<file path="src/rtl/div_gen.sv">
// div_gen: sequential restoring divider, one quotient bit per cycle.
// Handles signed (two's-complement) and unsigned operands by dividing
// magnitudes and fixing signs when the result is registered.
// Build option: define DIV_ZERO_DETECT_EN to short-cut divide-by-zero through
// a BYZERO state (ready two cycles after acceptance, dz_o flagged). Without it
// a zero divisor runs the normal WIDTH-step sequence and dz_o is tied low.
module div_gen #(
    parameter int WIDTH = 32
) (
    input  logic                 clk,
    input  logic                 rst,
    input  logic                 sign_div_i,
    input  logic [WIDTH-1:0]     opdata1_i,
    input  logic [WIDTH-1:0]     opdata2_i,
    input  logic                 start_i,
    input  logic                 annul_i,
    output logic [2*WIDTH-1:0]   result_o,
    output logic                 ready_o,
    output logic                 busy_o,
    output logic                 dz_o
);

    localparam int CW = $clog2(WIDTH + 1);

`ifdef DIV_ZERO_DETECT_EN
    typedef enum logic [1:0] {
        ST_FREE   = 2'd0,
        ST_BYZERO = 2'd1,
        ST_ON     = 2'd2,
        ST_END    = 2'd3
    } state_e;
`else
    typedef enum logic [1:0] {
        ST_FREE = 2'd0,
        ST_ON   = 2'd2,
        ST_END  = 2'd3
    } state_e;
`endif

    state_e             state_q, state_d;
    logic [CW-1:0]      cnt_q, cnt_d;
    logic [WIDTH-1:0]   rem_q, rem_d;      // partial remainder
    logic [WIDTH-1:0]   dq_q, dq_d;        // dividend bits shift out, quotient bits shift in
    logic [WIDTH-1:0]   dsr_q, dsr_d;      // divisor magnitude
    logic               dsr_zero_q, dsr_zero_d;
    logic               dvd_neg_q, dvd_neg_d;
    logic               dsr_neg_q, dsr_neg_d;
    logic [2*WIDTH-1:0] res_q, res_d;
    logic               ready_q, ready_d;

    // One restoring step: shift the next dividend bit into the partial
    // remainder and subtract the divisor. The borrow (bit WIDTH) is only
    // meaningful while remainder < divisor holds, which a zero divisor breaks,
    // so a zero divisor always takes the subtract path.
    logic [WIDTH:0]     cur;
    logic [WIDTH:0]     sub;
    logic               ge;
    logic [WIDTH-1:0]   rem_step;
    logic [WIDTH-1:0]   dq_step;
    logic [WIDTH-1:0]   quo_fin;
    logic [WIDTH-1:0]   rem_fin;
    logic               op1_neg;
    logic               op2_neg;
    logic [WIDTH-1:0]   op1_mag;
    logic [WIDTH-1:0]   op2_mag;

    assign cur      = {rem_q, dq_q[WIDTH-1]};
    assign sub      = cur - {1'b0, dsr_q};
    assign ge       = ~sub[WIDTH] | dsr_zero_q;
    assign rem_step = ge ? sub[WIDTH-1:0] : cur[WIDTH-1:0];
    assign dq_step  = {dq_q[WIDTH-2:0], ge};

    // Sign fix-up: quotient negative when signs differ, remainder follows dividend.
    assign quo_fin  = (dvd_neg_q ^ dsr_neg_q) ? -dq_q : dq_q;
    assign rem_fin  = dvd_neg_q ? -rem_q : rem_q;

    assign op1_neg  = sign_div_i & opdata1_i[WIDTH-1];
    assign op2_neg  = sign_div_i & opdata2_i[WIDTH-1];
    assign op1_mag  = op1_neg ? -opdata1_i : opdata1_i;
    assign op2_mag  = op2_neg ? -opdata2_i : opdata2_i;

`ifdef DIV_ZERO_DETECT_EN
    logic dz_q, dz_d;
    logic [WIDTH-1:0] dvd_orig;
    // dq_q is untouched in BYZERO, so it still holds the dividend magnitude.
    assign dvd_orig = dvd_neg_q ? -dq_q : dq_q;
    assign dz_o     = dz_q;
`else
    assign dz_o     = 1'b0;
`endif

    // Next-state and datapath control.
    always_comb begin
        state_d    = state_q;
        cnt_d      = cnt_q;
        rem_d      = rem_q;
        dq_d       = dq_q;
        dsr_d      = dsr_q;
        dsr_zero_d = dsr_zero_q;
        dvd_neg_d  = dvd_neg_q;
        dsr_neg_d  = dsr_neg_q;
        res_d      = res_q;
        ready_d    = ready_q;
`ifdef DIV_ZERO_DETECT_EN
        dz_d       = dz_q;
`endif
        case (state_q)
            ST_FREE: begin
                if (start_i && !annul_i) begin
                    dq_d       = op1_mag;
                    dsr_d      = op2_mag;
                    rem_d      = '0;
                    cnt_d      = '0;
                    dvd_neg_d  = op1_neg;
                    dsr_neg_d  = op2_neg;
                    dsr_zero_d = (opdata2_i == '0);
`ifdef DIV_ZERO_DETECT_EN
                    state_d    = (opdata2_i == '0) ? ST_BYZERO : ST_ON;
`else
                    state_d    = ST_ON;
`endif
                end
            end
`ifdef DIV_ZERO_DETECT_EN
            // Two cycles here so ready appears at the same offset from the
            // last internal state as on the normal path.
            ST_BYZERO: begin
                if (annul_i) begin
                    state_d = ST_FREE;
                    cnt_d   = '0;
                end else if (cnt_q == CW'(1)) begin
                    state_d = ST_END;
                    res_d   = {dvd_orig, {WIDTH{1'b1}}};
                    ready_d = 1'b1;
                    dz_d    = 1'b1;
                end else begin
                    cnt_d   = cnt_q + CW'(1);
                end
            end
`endif
            ST_ON: begin
                if (annul_i) begin
                    state_d = ST_FREE;
                    cnt_d   = '0;
                end else if (cnt_q == CW'(WIDTH)) begin
                    state_d = ST_END;
                    res_d   = {rem_fin, quo_fin};
                    ready_d = 1'b1;
                end else begin
                    rem_d   = rem_step;
                    dq_d    = dq_step;
                    cnt_d   = cnt_q + CW'(1);
                end
            end
            ST_END: begin
                // Requester holds start_i until it has seen ready; its drop
                // releases the result.
                if (!start_i) begin
                    state_d = ST_FREE;
                    res_d   = '0;
                    ready_d = 1'b0;
`ifdef DIV_ZERO_DETECT_EN
                    dz_d    = 1'b0;
`endif
                end
            end
            default: begin
                state_d = ST_FREE;
                cnt_d   = '0;
                res_d   = '0;
                ready_d = 1'b0;
            end
        endcase
    end

    // State and datapath registers.
    always_ff @(posedge clk or posedge rst) begin
        if (rst) begin
            state_q    <= ST_FREE;
            cnt_q      <= '0;
            rem_q      <= '0;
            dq_q       <= '0;
            dsr_q      <= '0;
            dsr_zero_q <= 1'b0;
            dvd_neg_q  <= 1'b0;
            dsr_neg_q  <= 1'b0;
            res_q      <= '0;
            ready_q    <= 1'b0;
`ifdef DIV_ZERO_DETECT_EN
            dz_q       <= 1'b0;
`endif
        end else begin
            state_q    <= state_d;
            cnt_q      <= cnt_d;
            rem_q      <= rem_d;
            dq_q       <= dq_d;
            dsr_q      <= dsr_d;
            dsr_zero_q <= dsr_zero_d;
            dvd_neg_q  <= dvd_neg_d;
            dsr_neg_q  <= dsr_neg_d;
            res_q      <= res_d;
            ready_q    <= ready_d;
`ifdef DIV_ZERO_DETECT_EN
            dz_q       <= dz_d;
`endif
        end
    end

    assign result_o = res_q;
    assign ready_o  = ready_q;
`ifdef DIV_ZERO_DETECT_EN
    assign busy_o   = (state_q == ST_ON) || (state_q == ST_BYZERO);
`else
    assign busy_o   = (state_q == ST_ON);
`endif

endmodule

</file>
<file path="config.mk">
export PLATFORM = sky130hd
export DESIGN_NAME = div_gen
export DESIGN_NICKNAME = d
export VERILOG_FILES = /design/src/rtl/div_gen.sv
export SDC_FILE = /design/constraint.sdc
export NUM_CORES = 1
export LEC_CHECK = 0
export CAP_MARGIN = 20
export CORE_AREA = 2 2 153 155
export DETAILED_ROUTE_END_ITERATION = 8
export DIE_AREA = 0 0 155 157
export GPL_TIMING_DRIVEN = 1
export PLACE_DENSITY = 0.75
export SYNTH_ARGS = -nofsm -noshare
export SYNTH_HDL_FRONTEND = slang
export SYNTH_SLANG_ARGS = --single-unit
</file>
<file path="constraint.sdc">
create_clock -name clk -period 5.61 [get_ports clk]
set_input_delay 1.122 -clock clk [delete_from_list [all_inputs] [get_ports clk]]
set_output_delay 1.122 -clock clk [all_outputs]
set_load 0.02 [all_outputs]
</file>
==> reports/results.ini <==
[yosys]
async_reset_ff_share_pct = 100.0
synth_cell_types = 66
ys_warn_count = 0
ys.flop_type = dfrtp_1
avgSynthCellArea_um2 = 8.216
ys_ff_latch = 172
synthesis.nets = 1474
syn-cell-area_um2 = 11220
synthCells = 1366
synth-edff-count = 0
yosysSeqAreaShare_pct = 38.35

[worst_setup_path]
cpMaxStageDelayCell = nand2_1
critical_path_arrival_ns = 4.41
path_class = register to register
path_cells = ha_1 > a21oi_1 > a21oi_1 > a211oi_1 > a31oi_1 > a21boi_1 > mux2_2 > nand2_1 > buf_4 > nand3_1 > o311ai_1
r2r_cells = 11
end_kind = register
cp_slowest_stage_delay_ns = 0.72
required_ns = 5.93
critPathMaxFanout = 29
cp_common_cell = a21oi_1
start_kind = register

[global_route]
grt.overflow.total = 0
grt_start_max_net_pins = 101
grt_pass1_vias = 9588
antenna_found_initial = 0
grt_pass1_wl_mm = 47.62
track_usage_pct = 24.25

[timing]
period_needed_ns = 4.085
tightest_slew_ns = 1.051
slew_headroom_pct = 29.94
maxSlewViolCount = 0
report.final.hold_viol_count = 0
fmax_ghz = 0.2448
rsz0062_at_grt = false
finalSetupViolCount = 0
finalCritPeriodShare_pct = 72.82
tns_ns = 0
skew_ns = 0.01264
hold_ws_ns = 0.4763

[finish]
final_common_cell = nand2_1
nets = 1569
antenna_cells = 0
final_cell_mix = nand2_1 (224), dfrtp_1 (172), o21ai_0 (145), clkdlybuf4s50_1 (134), a21oi_1 (92)
layoutNonFillerInstCount = 1758
drive_above_1_share_pct = 4.616
syn2layout_area_growth_pct = 19.68

[pwr]
internal_power_mw = 2.462
p_sw_mw = 1.133
power_mw = 3.594
irDropWorstVdd_mv = 0.1767
pwr-share-clk_pct = 35.4
pwr-share-seq_pct = 40.1
power.share.combinational_pct = 24.5
switching_share_pct = 31.51
p_leak_nw = 5.753
p_per_area_nw_per_um2 = 267.6

[route]
drc = 0
ant_nets = 0
totalWireLength_mm = 28.85
drtIter0Drc = 799
drt-pass1-iter-count = 6
vias = 10148
viasPerCell = 5.772
wl_per_cell_um = 16.41

[clocking]
cts_resized = 0
cts_buffer_depth = 2
h-tree-depth = 4
cts-root-buf = clkbuf_16
cts_buffers = 17
post_cts_buffers = 0
insertion_delay_ns = 0.44
cts_tree = built
cts_hold_buf = 0
cts_sinks = 172
clk_pin_slew_worst_paths_ns = 0.07

[place]
buffer_ports.inserted = 134
placed_cells = 1725
dpl.hpwl_mm = 20.99
gp_congestion = 0.9258

[floorplanning]
die_w_um = 155
die_h_um = 157
io-pin-count = 136
core-area_um2 = 22500
initial_core_util_pct = 49.87
die_area_um2 = 24340
rows = 55

[worst_hold_path]
min_path_cells = 2
hp-class = register to register

[outcome]
outcome = finished clean

[job]
drv_cap = 0

## stage by stage
| stage | cell area [µm²] | util, % | setup slack (ns) |
|---|---|---|---|
| finish | 13430 | 59.69 | 1.525 |
| global route | 13430 | 59.69 | 1.203 |
| CTS | 13400 | 59.53 | 1.587 |
| detailed placement | 12760 | 56.73 | 1.613 |
| global placement | 12760 | 56.73 | 1.689 |
| floorplan | 11230 | - | 2.291 |
## registers in the layout, indices dropped and copies added, names as in the netlist
name        count
result_o       64
dsr_neg_q       1
dsr_q          32
rem_q          32
dq_q           32
state_q         2
dsr_zero_q      1
ready_o         1
cnt_q           6
dvd_neg_q       1
## logic make-up (layout without fill, tap and decap cells)
logic type	count (synthesis)	after routing	share of synthesized area, %
adders and majority gates	39	39	4.415
xor gates and xnor gates	146	146	11.39
DFF	172	172	38.35
and+or+nand+nor	466	466	19.13
buffers and inverters	130	237	4.426
AOI/OAI and AO/OA	402	402	21.35
other	1	1	0.03341
muxes	10	10	0.9030
## power groups by stage
stage	Clock (mW)	Sequential, mW	Combinational (mW)
final	1.27	1.44	0.882
after global routing	1.34	1.46	0.996
after CTS	1.29	1.44	0.873
after detailed placement	0	1.47	0.866
after global placement	0	1.46	0.852
after floorplan	0	1.42	0.651
## critical path: cells and delay by family, from the launching register on
| family | cells | cell delay (ns) |
|---|---|---|
| compound gates | 6 | 1.51 |
| flops | 1 | 0.45 |
| simple gates | 2 | 0.83 |
| fa+ha+maj | 1 | 0.39 |
| mux | 1 | 0.40 |
| buf+inv | 1 | 0.38 |
## layer usage
| layer | global-route usage (%) | share of wire (%) | wire, µm | vias to the layer above |
|---|---|---|---|---|
| met1 | 34.03 | 46 | 13370 | 4801 |
| met3 | 3.276 | 5.6 | 1608 | 41 |
| met5 | 0 | 0 | 0 | - |
| met4 | 7.187 | 1.6 | 460 | 0 |
| met2 | 39.34 | 46 | 13400 | 324 |
| li1 | - | - | - | 4982 |
## final timing paths
kind                               from      endpoint  slack [ns]
setup / recovery              rem_q[13]     rem_q[14]        1.53
min in group asynchronous           rst    state_q[1]        1.13
setup reg to reg              rem_q[13]     rem_q[14]        1.53
hold / removal             result_o[12]  result_o[12]        0.48
max in group asynchronous           rst      rem_q[2]        3.47
hold reg to reg            result_o[12]  result_o[12]        0.48
## synth_stat cells, types with 5 or more instances
master,instances,area share [%]
a211oi_1,5,0.33
a21o_1,13,0.87
a21oi_1,92,4.1
a31oi_1,7,0.39
and2_1,9,0.50
and3_1,5,0.28
buf_1,9,0.30
clkbuf_1,58,1.9
dfrtp_1,172,38
ha_1,38,4.2
inv_1,57,1.9
mux2i_1,9,0.80
nand2_1,225,7.5
nand2b_1,20,1.1
nand3_1,38,1.7
nand4_1,7,0.39
nor2_1,81,2.7
nor2b_1,7,0.39
nor3_1,21,0.94
nor4_1,15,0.84
o211ai_1,9,0.60
o21ai_0,145,6.5
o21ai_1,45,2.0
o21bai_1,6,0.40
o311ai_0,12,0.94
o311ai_1,7,0.55
o31ai_1,19,1.3
o41ai_1,16,1.2
or3_1,7,0.39
or4_1,13,0.87
xnor2_1,57,4.4
xor2_1,89,6.9
## final cells by class
type	instances	area [µm²]
inverter	58	221.5
clock inverter	13	192.7
tap	285	356.6
timing repair buffer	148	1479
multi-input combinational	1064	6439
clock buffer	18	439.2
fill	1986	9071
sequential	172	4304
Note: power is estimated with default switching activity, not from simulation.
